## src/rtl/cu_pkg.sv

```systemverilog
// ---------------------------------------------------------------------------
// cu_pkg : FSM states, opcode encodings and instruction field helpers
// Rev 1.0
// ---------------------------------------------------------------------------
`default_nettype none

package cu_pkg;

  typedef enum logic [2:0] {
    ST_IDLE   = 3'd0,
    ST_FETCH  = 3'd1,
    ST_DECODE = 3'd2,
    ST_EXEC   = 3'd3,
    ST_HALTED = 3'd4,
    ST_WAIT   = 3'd5
  } state_e;

  typedef enum logic [2:0] {
    OPC_NOP   = 3'd0,
    OPC_LOAD  = 3'd1,
    OPC_STORE = 3'd2,
    OPC_ADD   = 3'd3,
    OPC_SUB   = 3'd4,
    OPC_HALT  = 3'd5
  } op_e;

  localparam int unsigned IR_W = 12;

  localparam logic [2:0] OPCODE_LOAD  = 3'b000;
  localparam logic [2:0] OPCODE_STORE = 3'b001;
  localparam logic [2:0] OPCODE_ADD   = 3'b101;
  localparam logic [2:0] OPCODE_SUB   = 3'b110;
  localparam logic [2:0] OPCODE_HALT  = 3'b111;

  localparam int unsigned OPCODE_LSB = 9;
  localparam int unsigned RD_LSB     = 6;
  localparam int unsigned RA_LSB     = 3;
  localparam int unsigned RB_LSB     = 0;
  localparam int unsigned ADDR_LSB   = 0;

  function automatic logic [2:0] f_opcode(input logic [IR_W-1:0] ir);
    return ir[OPCODE_LSB +: 3];
  endfunction

  function automatic logic [2:0] f_rd(input logic [IR_W-1:0] ir);
    return ir[RD_LSB +: 3];
  endfunction

  function automatic logic [2:0] f_ra(input logic [IR_W-1:0] ir);
    return ir[RA_LSB +: 3];
  endfunction

  function automatic logic [2:0] f_rb(input logic [IR_W-1:0] ir);
    return ir[RB_LSB +: 3];
  endfunction

  function automatic logic [3:0] f_addr(input logic [IR_W-1:0] ir);
    return ir[ADDR_LSB +: 4];
  endfunction

  function automatic op_e decode_op(input logic [IR_W-1:0] ir);
    op_e op;
    case (f_opcode(ir))
      OPCODE_LOAD:  op = OPC_LOAD;
      OPCODE_STORE: op = OPC_STORE;
      OPCODE_ADD:   op = OPC_ADD;
      OPCODE_SUB:   op = OPC_SUB;
      OPCODE_HALT:  op = OPC_HALT;
      default:      op = OPC_NOP;
    endcase
    return op;
  endfunction

endpackage

`default_nettype wire

```

## src/rtl/control_unit_if.sv

```systemverilog
// ---------------------------------------------------------------------------
// control_unit_if : control unit <-> datapath / instruction memory bundle
// Optional `step` signal present when CU_SINGLE_STEP_EN is defined.  Rev 1.0
// ---------------------------------------------------------------------------
`default_nettype none

interface control_unit_if #(
  parameter int PC_W = 4,
  parameter int DA_W = 4
);

`ifdef CU_SINGLE_STEP_EN
  logic            step;
`endif
  logic            start;
  logic [11:0]     ir_q;
  logic [PC_W-1:0] imem_addr;
  logic            ir_ld;
  logic [2:0]      rf_raddr_a;
  logic [2:0]      rf_raddr_b;
  logic [2:0]      rf_waddr;
  logic            rf_we;
  logic            wsel;
  logic            alu_sub;
  logic [DA_W-1:0] dmem_addr;
  logic            dmem_we;
  logic            busy;
  logic            halted;

  modport master (
`ifdef CU_SINGLE_STEP_EN
    input  step,
`endif
    input  start, ir_q,
    output imem_addr, ir_ld, rf_raddr_a, rf_raddr_b, rf_waddr, rf_we,
    output wsel, alu_sub, dmem_addr, dmem_we, busy, halted
  );

  modport slave (
`ifdef CU_SINGLE_STEP_EN
    output step,
`endif
    output start, ir_q,
    input  imem_addr, ir_ld, rf_raddr_a, rf_raddr_b, rf_waddr, rf_we,
    input  wsel, alu_sub, dmem_addr, dmem_we, busy, halted
  );

endinterface

`default_nettype wire

```

## src/rtl/cu_decoder.sv

```systemverilog
// ---------------------------------------------------------------------------
// cu_decoder : combinational datapath control from latched op class and IR
// Rev 1.0
// ---------------------------------------------------------------------------
`default_nettype none

module cu_decoder
  import cu_pkg::*;
#(
  parameter int DA_W = 4
) (
  input  wire logic            decode_i,
  input  wire logic            exec_i,
  input  wire logic            wr_block_i,
  input  op_e                  op_i,
  input  wire logic [11:0]     ir_i,
  output logic      [2:0]      rf_raddr_a_o,
  output logic      [2:0]      rf_raddr_b_o,
  output logic      [2:0]      rf_waddr_o,
  output logic                 rf_we_o,
  output logic                 wsel_o,
  output logic                 alu_sub_o,
  output logic      [DA_W-1:0] dmem_addr_o,
  output logic                 dmem_we_o
);

  always_comb begin
    rf_raddr_a_o = '0;
    rf_raddr_b_o = '0;
    rf_waddr_o   = '0;
    rf_we_o      = 1'b0;
    wsel_o       = 1'b0;
    alu_sub_o    = 1'b0;
    dmem_addr_o  = '0;
    dmem_we_o    = 1'b0;

    if (decode_i) begin
      rf_raddr_a_o = f_ra(ir_i);
      rf_raddr_b_o = f_rb(ir_i);
    end

    // Write strobes drop while reset is asserted so an interrupted EXEC never commits.
    if (exec_i) begin
      case (op_i)
        OPC_LOAD: begin
          dmem_addr_o = DA_W'(f_addr(ir_i));
          wsel_o      = 1'b0;
          rf_waddr_o  = f_rd(ir_i);
          rf_we_o     = ~wr_block_i;
        end
        OPC_STORE: begin
          rf_raddr_a_o = f_rd(ir_i);
          dmem_addr_o  = DA_W'(f_addr(ir_i));
          dmem_we_o    = ~wr_block_i;
        end
        OPC_ADD, OPC_SUB: begin
          rf_raddr_a_o = f_ra(ir_i);
          rf_raddr_b_o = f_rb(ir_i);
          wsel_o       = 1'b1;
          alu_sub_o    = (op_i == OPC_SUB);
          rf_waddr_o   = f_rd(ir_i);
          rf_we_o      = ~wr_block_i;
        end
        default: ;
      endcase
    end
  end

endmodule

`default_nettype wire

```

## src/rtl/control_unit.sv

```systemverilog
// ---------------------------------------------------------------------------
// control_unit : 3-cycle fetch/decode/execute sequencer with PC
// Optional single-step gating via CU_SINGLE_STEP_EN.  Rev 1.0
// ---------------------------------------------------------------------------
`default_nettype none

module control_unit
  import cu_pkg::*;
#(
  parameter int PC_W = 4,
  parameter int DA_W = 4
) (
  input  wire logic      clk,
  input  wire logic      rst,
  control_unit_if.master bus
);

  state_e          state_q, state_d;
  logic [PC_W-1:0] pc_q, pc_d;
  op_e             op_q, op_d;
  logic            step_ok;

`ifdef CU_SINGLE_STEP_EN
  assign step_ok = bus.step;
`else
  assign step_ok = 1'b1;
`endif

  always_ff @(posedge clk) begin
    if (rst) begin
      state_q <= ST_IDLE;
      pc_q    <= '0;
      op_q    <= OPC_NOP;
    end else begin
      state_q <= state_d;
      pc_q    <= pc_d;
      op_q    <= op_d;
    end
  end

  always_comb begin
    state_d = state_q;
    pc_d    = pc_q;
    op_d    = op_q;
    case (state_q)
      ST_IDLE, ST_HALTED: begin
        if (bus.start) state_d = step_ok ? ST_FETCH : ST_WAIT;
      end
      ST_WAIT: begin
        if (step_ok) state_d = ST_FETCH;
      end
      ST_FETCH: begin
        pc_d    = pc_q + PC_W'(1);
        state_d = ST_DECODE;
      end
      ST_DECODE: begin
        op_d    = decode_op(bus.ir_q);
        state_d = (op_d == OPC_HALT) ? ST_HALTED : ST_EXEC;
      end
      ST_EXEC: begin
        state_d = step_ok ? ST_FETCH : ST_WAIT;
      end
      default: state_d = ST_IDLE;
    endcase
  end

  assign bus.imem_addr = pc_q;
  assign bus.ir_ld     = (state_q == ST_FETCH);
  assign bus.busy      = (state_q == ST_FETCH) || (state_q == ST_DECODE) ||
                         (state_q == ST_EXEC)  || (state_q == ST_WAIT);
  assign bus.halted    = (state_q == ST_HALTED);

  cu_decoder #(
    .DA_W (DA_W)
  ) u_decoder (
    .decode_i     (state_q == ST_DECODE),
    .exec_i       (state_q == ST_EXEC),
    .wr_block_i   (rst),
    .op_i         (op_q),
    .ir_i         (bus.ir_q),
    .rf_raddr_a_o (bus.rf_raddr_a),
    .rf_raddr_b_o (bus.rf_raddr_b),
    .rf_waddr_o   (bus.rf_waddr),
    .rf_we_o      (bus.rf_we),
    .wsel_o       (bus.wsel),
    .alu_sub_o    (bus.alu_sub),
    .dmem_addr_o  (bus.dmem_addr),
    .dmem_we_o    (bus.dmem_we)
  );

endmodule

`default_nettype wire

```

## src/flat_wrapper.sv

```systemverilog
// flat-port wrapper written by rule: the top's interface ports become plain ports
module control_unit_flat import cu_pkg::*;
#(
  parameter int PC_W = 4,
  parameter int DA_W = 4
)
  (clk, rst, bus_start, bus_ir_q, bus_imem_addr, bus_ir_ld, bus_rf_raddr_a, bus_rf_raddr_b, bus_rf_waddr, bus_rf_we, bus_wsel, bus_alu_sub, bus_dmem_addr, bus_dmem_we, bus_busy, bus_halted);
  control_unit_if #(.PC_W(PC_W), .DA_W(DA_W)) bus_i ();
  input  wire logic clk;
  input  wire logic rst;
  input wire logic [$bits(bus_i.start)-1:0] bus_start;
  input wire logic [$bits(bus_i.ir_q)-1:0] bus_ir_q;
  output wire logic [$bits(bus_i.imem_addr)-1:0] bus_imem_addr;
  output wire logic [$bits(bus_i.ir_ld)-1:0] bus_ir_ld;
  output wire logic [$bits(bus_i.rf_raddr_a)-1:0] bus_rf_raddr_a;
  output wire logic [$bits(bus_i.rf_raddr_b)-1:0] bus_rf_raddr_b;
  output wire logic [$bits(bus_i.rf_waddr)-1:0] bus_rf_waddr;
  output wire logic [$bits(bus_i.rf_we)-1:0] bus_rf_we;
  output wire logic [$bits(bus_i.wsel)-1:0] bus_wsel;
  output wire logic [$bits(bus_i.alu_sub)-1:0] bus_alu_sub;
  output wire logic [$bits(bus_i.dmem_addr)-1:0] bus_dmem_addr;
  output wire logic [$bits(bus_i.dmem_we)-1:0] bus_dmem_we;
  output wire logic [$bits(bus_i.busy)-1:0] bus_busy;
  output wire logic [$bits(bus_i.halted)-1:0] bus_halted;
  assign bus_i.start = bus_start;
  assign bus_i.ir_q = bus_ir_q;
  assign bus_imem_addr = bus_i.imem_addr;
  assign bus_ir_ld = bus_i.ir_ld;
  assign bus_rf_raddr_a = bus_i.rf_raddr_a;
  assign bus_rf_raddr_b = bus_i.rf_raddr_b;
  assign bus_rf_waddr = bus_i.rf_waddr;
  assign bus_rf_we = bus_i.rf_we;
  assign bus_wsel = bus_i.wsel;
  assign bus_alu_sub = bus_i.alu_sub;
  assign bus_dmem_addr = bus_i.dmem_addr;
  assign bus_dmem_we = bus_i.dmem_we;
  assign bus_busy = bus_i.busy;
  assign bus_halted = bus_i.halted;
  control_unit #(.PC_W(PC_W), .DA_W(DA_W)) u_core (.clk(clk), .rst(rst), .bus(bus_i));
endmodule
```

## config.mk

```make
export PLATFORM = sky130hd
export DESIGN_NAME = control_unit_flat
export DESIGN_NICKNAME = d
export VERILOG_FILES = /design/src/rtl/cu_pkg.sv /design/src/rtl/control_unit_if.sv /design/src/rtl/cu_decoder.sv /design/src/rtl/control_unit.sv /design/src/flat_wrapper.sv
export SDC_FILE = /design/constraint.sdc
export NUM_CORES = 1
export LEC_CHECK = 0
export CAP_MARGIN = 20
export CORE_MARGIN = 10
export CORE_UTILIZATION = 37
export DETAILED_ROUTE_END_ITERATION = 12
export GPL_TIMING_DRIVEN = 0
export PLACE_DENSITY_LB_ADDON = 0.2
export SETUP_SLACK_MARGIN = 0.2
export SYNTH_ARGS = -nofsm -noshare
export SYNTH_HDL_FRONTEND = slang
export SYNTH_SLANG_ARGS = --single-unit
export TNS_END_PERCENT = 20
```

## constraint.sdc

```tcl
create_clock -name clk -period 1.7 [get_ports clk]
set_input_delay 0.255 -clock clk [delete_from_list [all_inputs] [get_ports clk]]
set_output_delay 0.255 -clock clk [all_outputs]
set_load 0.01 [all_outputs]
```

==> results.md, run 1 <==
- Result of the run: complete, but fails checks
- Violations in the final reports: negative setup slack
- Die height: approximately 63 um
- Synthesis Warnings: 0
- Antenna violations before repair: 0
- Post-detailed-route wirelength per cell: between 15 and 20 um
- Synth Area in Adders: 1.82%
- Row count: 15
- TritonCTS Sinks: 10
- Max Clock Skew: 0.00924 ns
- Count of different cell masters after synthesis: 31
- Total area of multi-input combinational cells: 534 um^2
- Number of nets in the finished design: 167
- Instance count of the mapped netlist: slightly below 80
- Most common library cell in the layout ignoring fill and taps: buf_6
- Number of nets in the synthesized netlist: 95
- Die area: 3980 um^2
- Hold-fix buffer count after cts: 0
- Max incr delay on CP: 0.33 ns
- R2r setup slk: 0.30 ns
- Power density over the cells: 551 nW/um^2
- Simple-gate share of the synthesized area: 38.3%
- CP Data Required Time: 1.44 ns
- Critical-path cell list: buf_6, nand3b_1, buf_6, nor3_4, buf_4, buf_4, and2_1, buf_2
- Xor and xnor fraction of the mapped netlist area: under 10%
- Final std cell area, no fill: 1450 um^2
- Logic depth of the worst register-to-register path: 5
- Overall power after layout: 0.799 mW
- First-pass GRT wire length: 4080 um
- Worst path arrival time: 1.74 ns
- Number of clock buffers inserted by TritonCTS: 3
- Antenna cells: 0
- Reg clk slew, reported paths: 0.08 ns
- Remaining max-slew budget at the tightest pin: 81.0%
- Worst R2R Start: u_core.state_q[2]
- Mux contribution to synthesized area: 3.10%
- Aggregate global routing overflow: 0
- Wire length after detailed routing: 3130 um
- Unrepaired setup endpoints after global routing: yes
- Drc violations: 0
- Clock latency of the later-clocked register in the worst-skew pair: 0.27 ns
- Overall die width: roughly 63 um
- Global-route track usage on met2: a little over a fifth
- Final-report setup violation count: 17
- Starting density of the core: 39.4%
- CTS H-tree depth: 1
- Final ANT Viol Nets: 0
- Max-cap viol count: 0
- Ratio of routed vias to standard cells: approximately 5.2
- Type of the setup path with the least slack: reg -> out
- Global-route track usage on met3: 3.36%
- Share of the synthesized area in compound gates (AO/OA/AOI/OAI): 20.2%
- Synthesized area per cell: approximately 8.7 um^2
- Estimated wirelength of the detail-placed design: ~1700 um
- FF-to-FF End: u_core.bus.imem_addr[3]
- Number of storage elements in the synthesis netlist: 10
- Pins over their slew limit: 0
- Time the worst path needs with I/O delays and setup: 1.99 ns
- Count of pins on the block boundary: 39
- Total routing usage reported by global routing: between 10% and 20%
- Total area of sequential cells: 214 um^2
- Syn Std Cell Area: 687 um^2
- Area of the placeable core: 1750 um^2
- Placer's final routability congestion estimate: 0.660
- Critical Path Start: u_core.state_q[2]
- Dominant combinational cell family by area after synthesis: simple AND/OR/NAND/NOR gates
- Clock tree root driver cell: clkbuf_4
- Kind of end point of the critical path: output pin
- Critical path fanouts, max: 3
- Maximum clock insertion buffer count: 2
- Proportion of layout cells with a drive suffix above 1: ~56%
- VDD IR max: 0.000494 V
- Worst Hold Class: reg -> reg
- Layer with the highest usage after global routing: met2
- Crit-path slowest cell: dfxtp_2
- Leak: 0.647 nW
- TritonCTS clock tree: done
- M1 GR Usage: 14.6%
- Critical Path Sink: bus_dmem_addr[0]
- Most frequent cells in the layout: 23 x buf_6, 16 x buf_4, 16 x clkdlybuf4s50_1
- Highest clock rate: about 500 MHz
- Vias post-DR: 911
- Number of hold violations in the final report: 0
- Number of port buffers: 38
- Via count of the first global-routing pass: 802
- Fillers: slightly above 100
- P&R area growth vs syn: 111%
- Kind of start point of the critical path: flip-flop
- Pin count of the biggest net entering global routing: 11
- First DRT Iteration DRCs: 44
- DP Area: 1100 um^2
- Crit share post-route: 117%
- Detailed-routing iteration count for the pre-antenna-repair pass: 4
- Post-route setup slack: -0.292 ns
- Seq/Total Area, Yosys: 29.1%
- Tightest Pin Transition: 0.284 ns
## sequential cells by signal (all words and copies together), names as in the netlist
name and flops:
u_core.bus.imem_addr 4, u_core.state_q 3, u_core.op_q 3
## where the power goes
| part | total [mW] | internal (mW) | switching [mW] |
|---|---|---|---|
| Combinational | 0.306 | 0.167 | 0.140 |
| Clock | 0.223 | 0.130 | 0.0932 |
| Sequential | 0.269 | 0.251 | 0.0180 |
## cells by family after synthesis
kind of cell | Yosys count
buf+inv | 5
xor+xnor | 3
compound gates | 18
mux | 2
simple gates | 40
flops | 10
fa+ha+maj | 1
## cell usage after synthesis, drive strengths merged
cell | n | area [um^2]
o21ai | 3 | 15.0
a41oi | 1 | 8.76
a21oi | 5 | 25.0
a32o | 3 | 30.0
and4bb | 1 | 12.5
clkbuf | 1 | 3.75
ha | 1 | 12.5
nor2b | 1 | 6.26
dfxtp | 10 | 200
nand2b | 2 | 12.5
nor3 | 3 | 15.0
mux2 | 1 | 11.3
inv | 1 | 3.75
nand3 | 2 | 10.0
nand3b | 4 | 30.0
and3b | 1 | 8.76
or3b | 1 | 11.3
a2bb2oi | 1 | 8.76
and2 | 8 | 50.1
and3 | 3 | 22.5
nand4 | 1 | 6.26
xnor2 | 3 | 26.3
buf | 3 | 17.5
nor2 | 8 | 30.0
a31oi | 1 | 21.3
nor3b | 5 | 47.5
mux2i | 1 | 10.0
o21a | 1 | 7.51
a211oi | 3 | 22.5
## stage by stage
step	hold WS, ns	util, %	instances	TNS (ns)	setup WS, ns
2_1_floorplan	0.403	-	79	0	0.282
4_1_cts	0.562	75.6	169	-1.68	-0.243
5_1_grt	0.583	83.1	175	-3.83	-0.379
3_5_place_dp	0.527	63.2	142	-5.06	-0.434
6_report	0.564	83.1	175	-2.92	-0.292
3_3_place_gp	0.531	63.2	142	-4.77	-0.370
## layer usage
metal	wire length [um]	part of all wire [%]
met5	0	0
met4	33	1.1
met3	154	4.9
met2	1580	50
met1	1360	43
## critical path, delay by kind of cell, from the launching register on
kind	cells	cell delay [ns]
buf+inv	5	0.63
flops	1	0.33
simple gates	3	0.51
## area by class of cell
cell class	count	area share (%)
multi-input combinational	64	36.8
buffer	4	2.42
inverter	1	0.259
tap	25	2.16
sequential	10	14.8
timing repair buffer	67	41.1
clock buffer	4	2.50
## worst min-delay path by stage
stage | startpoint | endpoint | slack, ns | cells past startpoint
2_1_floorplan | bus_ir_q[10] | u_core.op_q[2] | 0.40 | 2
3_3_place_gp | u_core.bus.imem_addr[1] | u_core.bus.imem_addr[1] | 0.53 | 2
3_5_place_dp | u_core.op_q[2] | u_core.op_q[2] | 0.53 | 2
4_1_cts | u_core.bus.imem_addr[1] | u_core.bus.imem_addr[1] | 0.56 | 2
5_1_grt | u_core.bus.imem_addr[1] | u_core.bus.imem_addr[1] | 0.58 | 2
6_report | u_core.bus.imem_addr[1] | u_core.bus.imem_addr[1] | 0.56 | 2
## repair_timing
item,in CTS,in global routing
setup endpoints to repair,21,21
resized for setup,113,22
pin swaps,9,8
buffers inserted,23,6
(Power assumes the default switching activity.)
==> run 2: changes to the inputs <==
- GPL_ROUTABILITY_DRIVEN: not set -> 0
==> results of run 2 <==
The final DEF is identical to that of run 1; final timing and power are the same.
==> run 3: changes to the inputs <==
- CORE_MARGIN: 10 -> 2
- SETUP_SLACK_MARGIN: 0.2 -> 0.1
==> run 3 against run 2 <==
The flow still finishes with violations (negative setup slack). Flip-flop and latch count did not move. First-iteration DRC count is 80% lower. Sequential share of layout area rose by 2.3 points. Largest cell class is now multi-input gates.
==> results.md, run 3 (synthesized netlist as in run 1, its figures left out) <==
- P&R area growth vs syn: 82.7%
- Kind of end point of the critical path: output pin
- Time the worst path needs with I/O delays and setup: 1.89 ns (-0.0983 ns)
- First-pass GRT wire length: 3310 um (-19%)
- Estimated wirelength of the detail-placed design: 1480 um (-10%)
- Critical Path Sink: bus_rf_raddr_a[2]
- Post-detailed-route wirelength per cell: 13.9 um (-22%)
- Critical path fanouts, max: 3 (unchanged)
- Wire length after detailed routing: 2180 um (-30%)
- Final ANT Viol Nets: 0 (unchanged)
- Most frequent cells in the layout: 18 x clkdlybuf4s50_1, 11 x buf_2, 9 x buf_6
- Detailed-routing iteration count for the pre-antenna-repair pass: 2 (-2)
- Total length of routed met2 wires: 1060 um (-33%)
- Worst hold slack: 0.549 ns (-0.0147 ns)
- Total area of sequential cells: 214 um^2 (unchanged)
- Leak: 0.530 nW (-18%)
- R2r setup slk: 0.50 ns (+0.20 ns)
- Clock tree root driver cell: clkbuf_4
- Pin count of the biggest net entering global routing: 11 (unchanged)
- Power density over the cells: 595 nW/um^2 (+8.0%)
- Proportion of layout cells with a drive suffix above 1: 43.9% (-12 points)
- Crit share post-route: 111% (-5.8 points)
- Remaining max-slew budget at the tightest pin: 82.2% (+1.3 points)
- Kind of start point of the critical path: flip-flop
- Ratio of routed vias to standard cells: 5.03 (-3.5%)
- DR top layer: met4
- Most common library cell in the layout ignoring fill and taps: clkdlybuf4s50_1
- Max Clock Skew: 0.000219 ns (-0.00902 ns)
- Drc violations: 0 (unchanged)
- Worst R2R Start: u_core.state_q[0]
- Max-cap viol count: 0 (unchanged)
- Vias post-DR: 789 (-13%)
- Antenna cells: 0 (unchanged)
- Die area: 2220 um^2 (-44%)
- Number of port buffers: 38 (unchanged)
- Number of hold violations in the final report: 0 (unchanged)
- Max FFs per register: 4 (unchanged)
- Type of the setup path with the least slack: reg -> out
- Row count: 15 (unchanged)
- Antenna violations before repair: 0 (unchanged)
- Final cell count without fillers: 157 (-10%)
- Area of the placeable core: 1750 um^2 (unchanged)
- Pins over their slew limit: 0 (unchanged)
- TritonCTS Sinks: 10 (unchanged)
- Result of the run: complete, but fails checks
- Final-report setup violation count: 15 (-2)
- CTS H-tree depth: 1 (unchanged)
- Tightest Pin Transition: 0.266 ns (-0.0172 ns)
- Maximum clock insertion buffer count: 2 (unchanged)
- Starting density of the core: 39.4% (unchanged)
- Critical Path Start: u_core.op_q[2]
- Wire length the detailed router placed on met1: 882 um (-35%)
- Count of pins on the block boundary: 39 (unchanged)
- VDD IR max: 0.000398 V (-20%)
- Logic depth of the worst register-to-register path: 3 (-2)
- TritonCTS clock tree: done
- First DRT Iteration DRCs: 9 (-80%)
- Total area of multi-input combinational cells: 504 um^2 (-5.6%)
- Number of nets in the finished design: 149 (-11%)
- Highest clock rate: 528 MHz (+5.2%)
- Post-route setup slack: -0.193 ns (+0.0983 ns)
- Clock latency of the later-clocked register in the worst-skew pair: 0.27 ns (about the same)
- Fillers: 144 (+41%)
- Aggregate global routing overflow: 0 (unchanged)
- Overall die width: 47.1 um (-25%)
- Number of clock buffers inserted by TritonCTS: 3 (unchanged)
- Number of cells after detailed placement: 142 (unchanged)
- Reg clk slew, reported paths: 0.06 ns (-0.02 ns)
- Unrepaired setup endpoints after global routing: yes
- Worst Hold Launch: u_core.bus.imem_addr[1]
- Worst path arrival time: 1.64 ns (-0.10 ns)
- Total routing usage reported by global routing: 22.0% (+9.6 points)
- Via count of the first global-routing pass: 763 (-4.9%)
- Violations in the final reports: negative setup slack
- FF-to-FF End: u_core.bus.imem_addr[3]
- Detailed-routed wire length on met3: 198 um (+29%)
- Worst Hold Class: reg -> reg
- CP Data Required Time: 1.44 ns (about the same)
- Die height: 47.1 um (-25%)
## run 3: how the worst min path moves through the flow
stage                               to  depth (start not counted)
2_1_floorplan           u_core.op_q[2]                          2
3_5_place_dp            u_core.op_q[1]                          2
5_1_grt        u_core.bus.imem_addr[0]                          2
4_1_cts        u_core.bus.imem_addr[1]                          2
3_3_place_gp            u_core.op_q[1]                          2
6_report       u_core.bus.imem_addr[1]                          2
## run 3: routing by layer
layer | vias to the layer above | GRT usage [%]
met5 | - | 0
met4 | 0 | 10.0
met3 | 4 | 8.08
met2 | 33 | 39.2
met1 | 356 | 22.8
li1 | 396 | -
## run 3: timing repair
item	in CTS	in global routing
hold buffers	0	0
endpoints found under the setup margin	20	20
pin swaps	10	6
buffers inserted	10	1
gates resized for setup	91	9
## run 3: area by class of cell
class / instances / area share [%]
Sequential cell: 10 / 17.0
Buffer: 4 / 2.79
Multi-Input combinational cell: 64 / 40.2
Clock buffer: 4 / 2.89
Tap cell: 25 / 2.49
Inverter: 1 / 0.299
Timing Repair Buffer: 49 / 34.3
## run 3: through the flow
step / setup TNS, ns / utilization (%) / instance area (um^2) / total power [mW] / worst slack, ns
floorplan: 0 / - / 687 / 0.388 / 0.198
global placement: -4.57 / 62.9 / 1100 / 0.487 / -0.354
detailed placement: -4.93 / 62.9 / 1100 / 0.493 / -0.383
CTS: -1.72 / 69.4 / 1210 / 0.743 / -0.206
global route: -2.61 / 71.9 / 1250 / 0.793 / -0.254
finish: -1.57 / 71.9 / 1250 / 0.746 / -0.193
## run 3: power breakdown
part	switching (mW)	internal, mW	leakage, nW
clock network	0.0868	0.130	0.0210
registers	0.0178	0.251	0.0846
logic	0.115	0.146	0.424
total	0.219	0.527	0.530
## run 3: critical path, cell delays in order, from the launching register on
cell	delay (ns)
dfxtp_4	0.35
or3b_4	0.41
a31oi_4	0.22
buf_6	0.14
a32o_1	0.12
buf_2	0.13
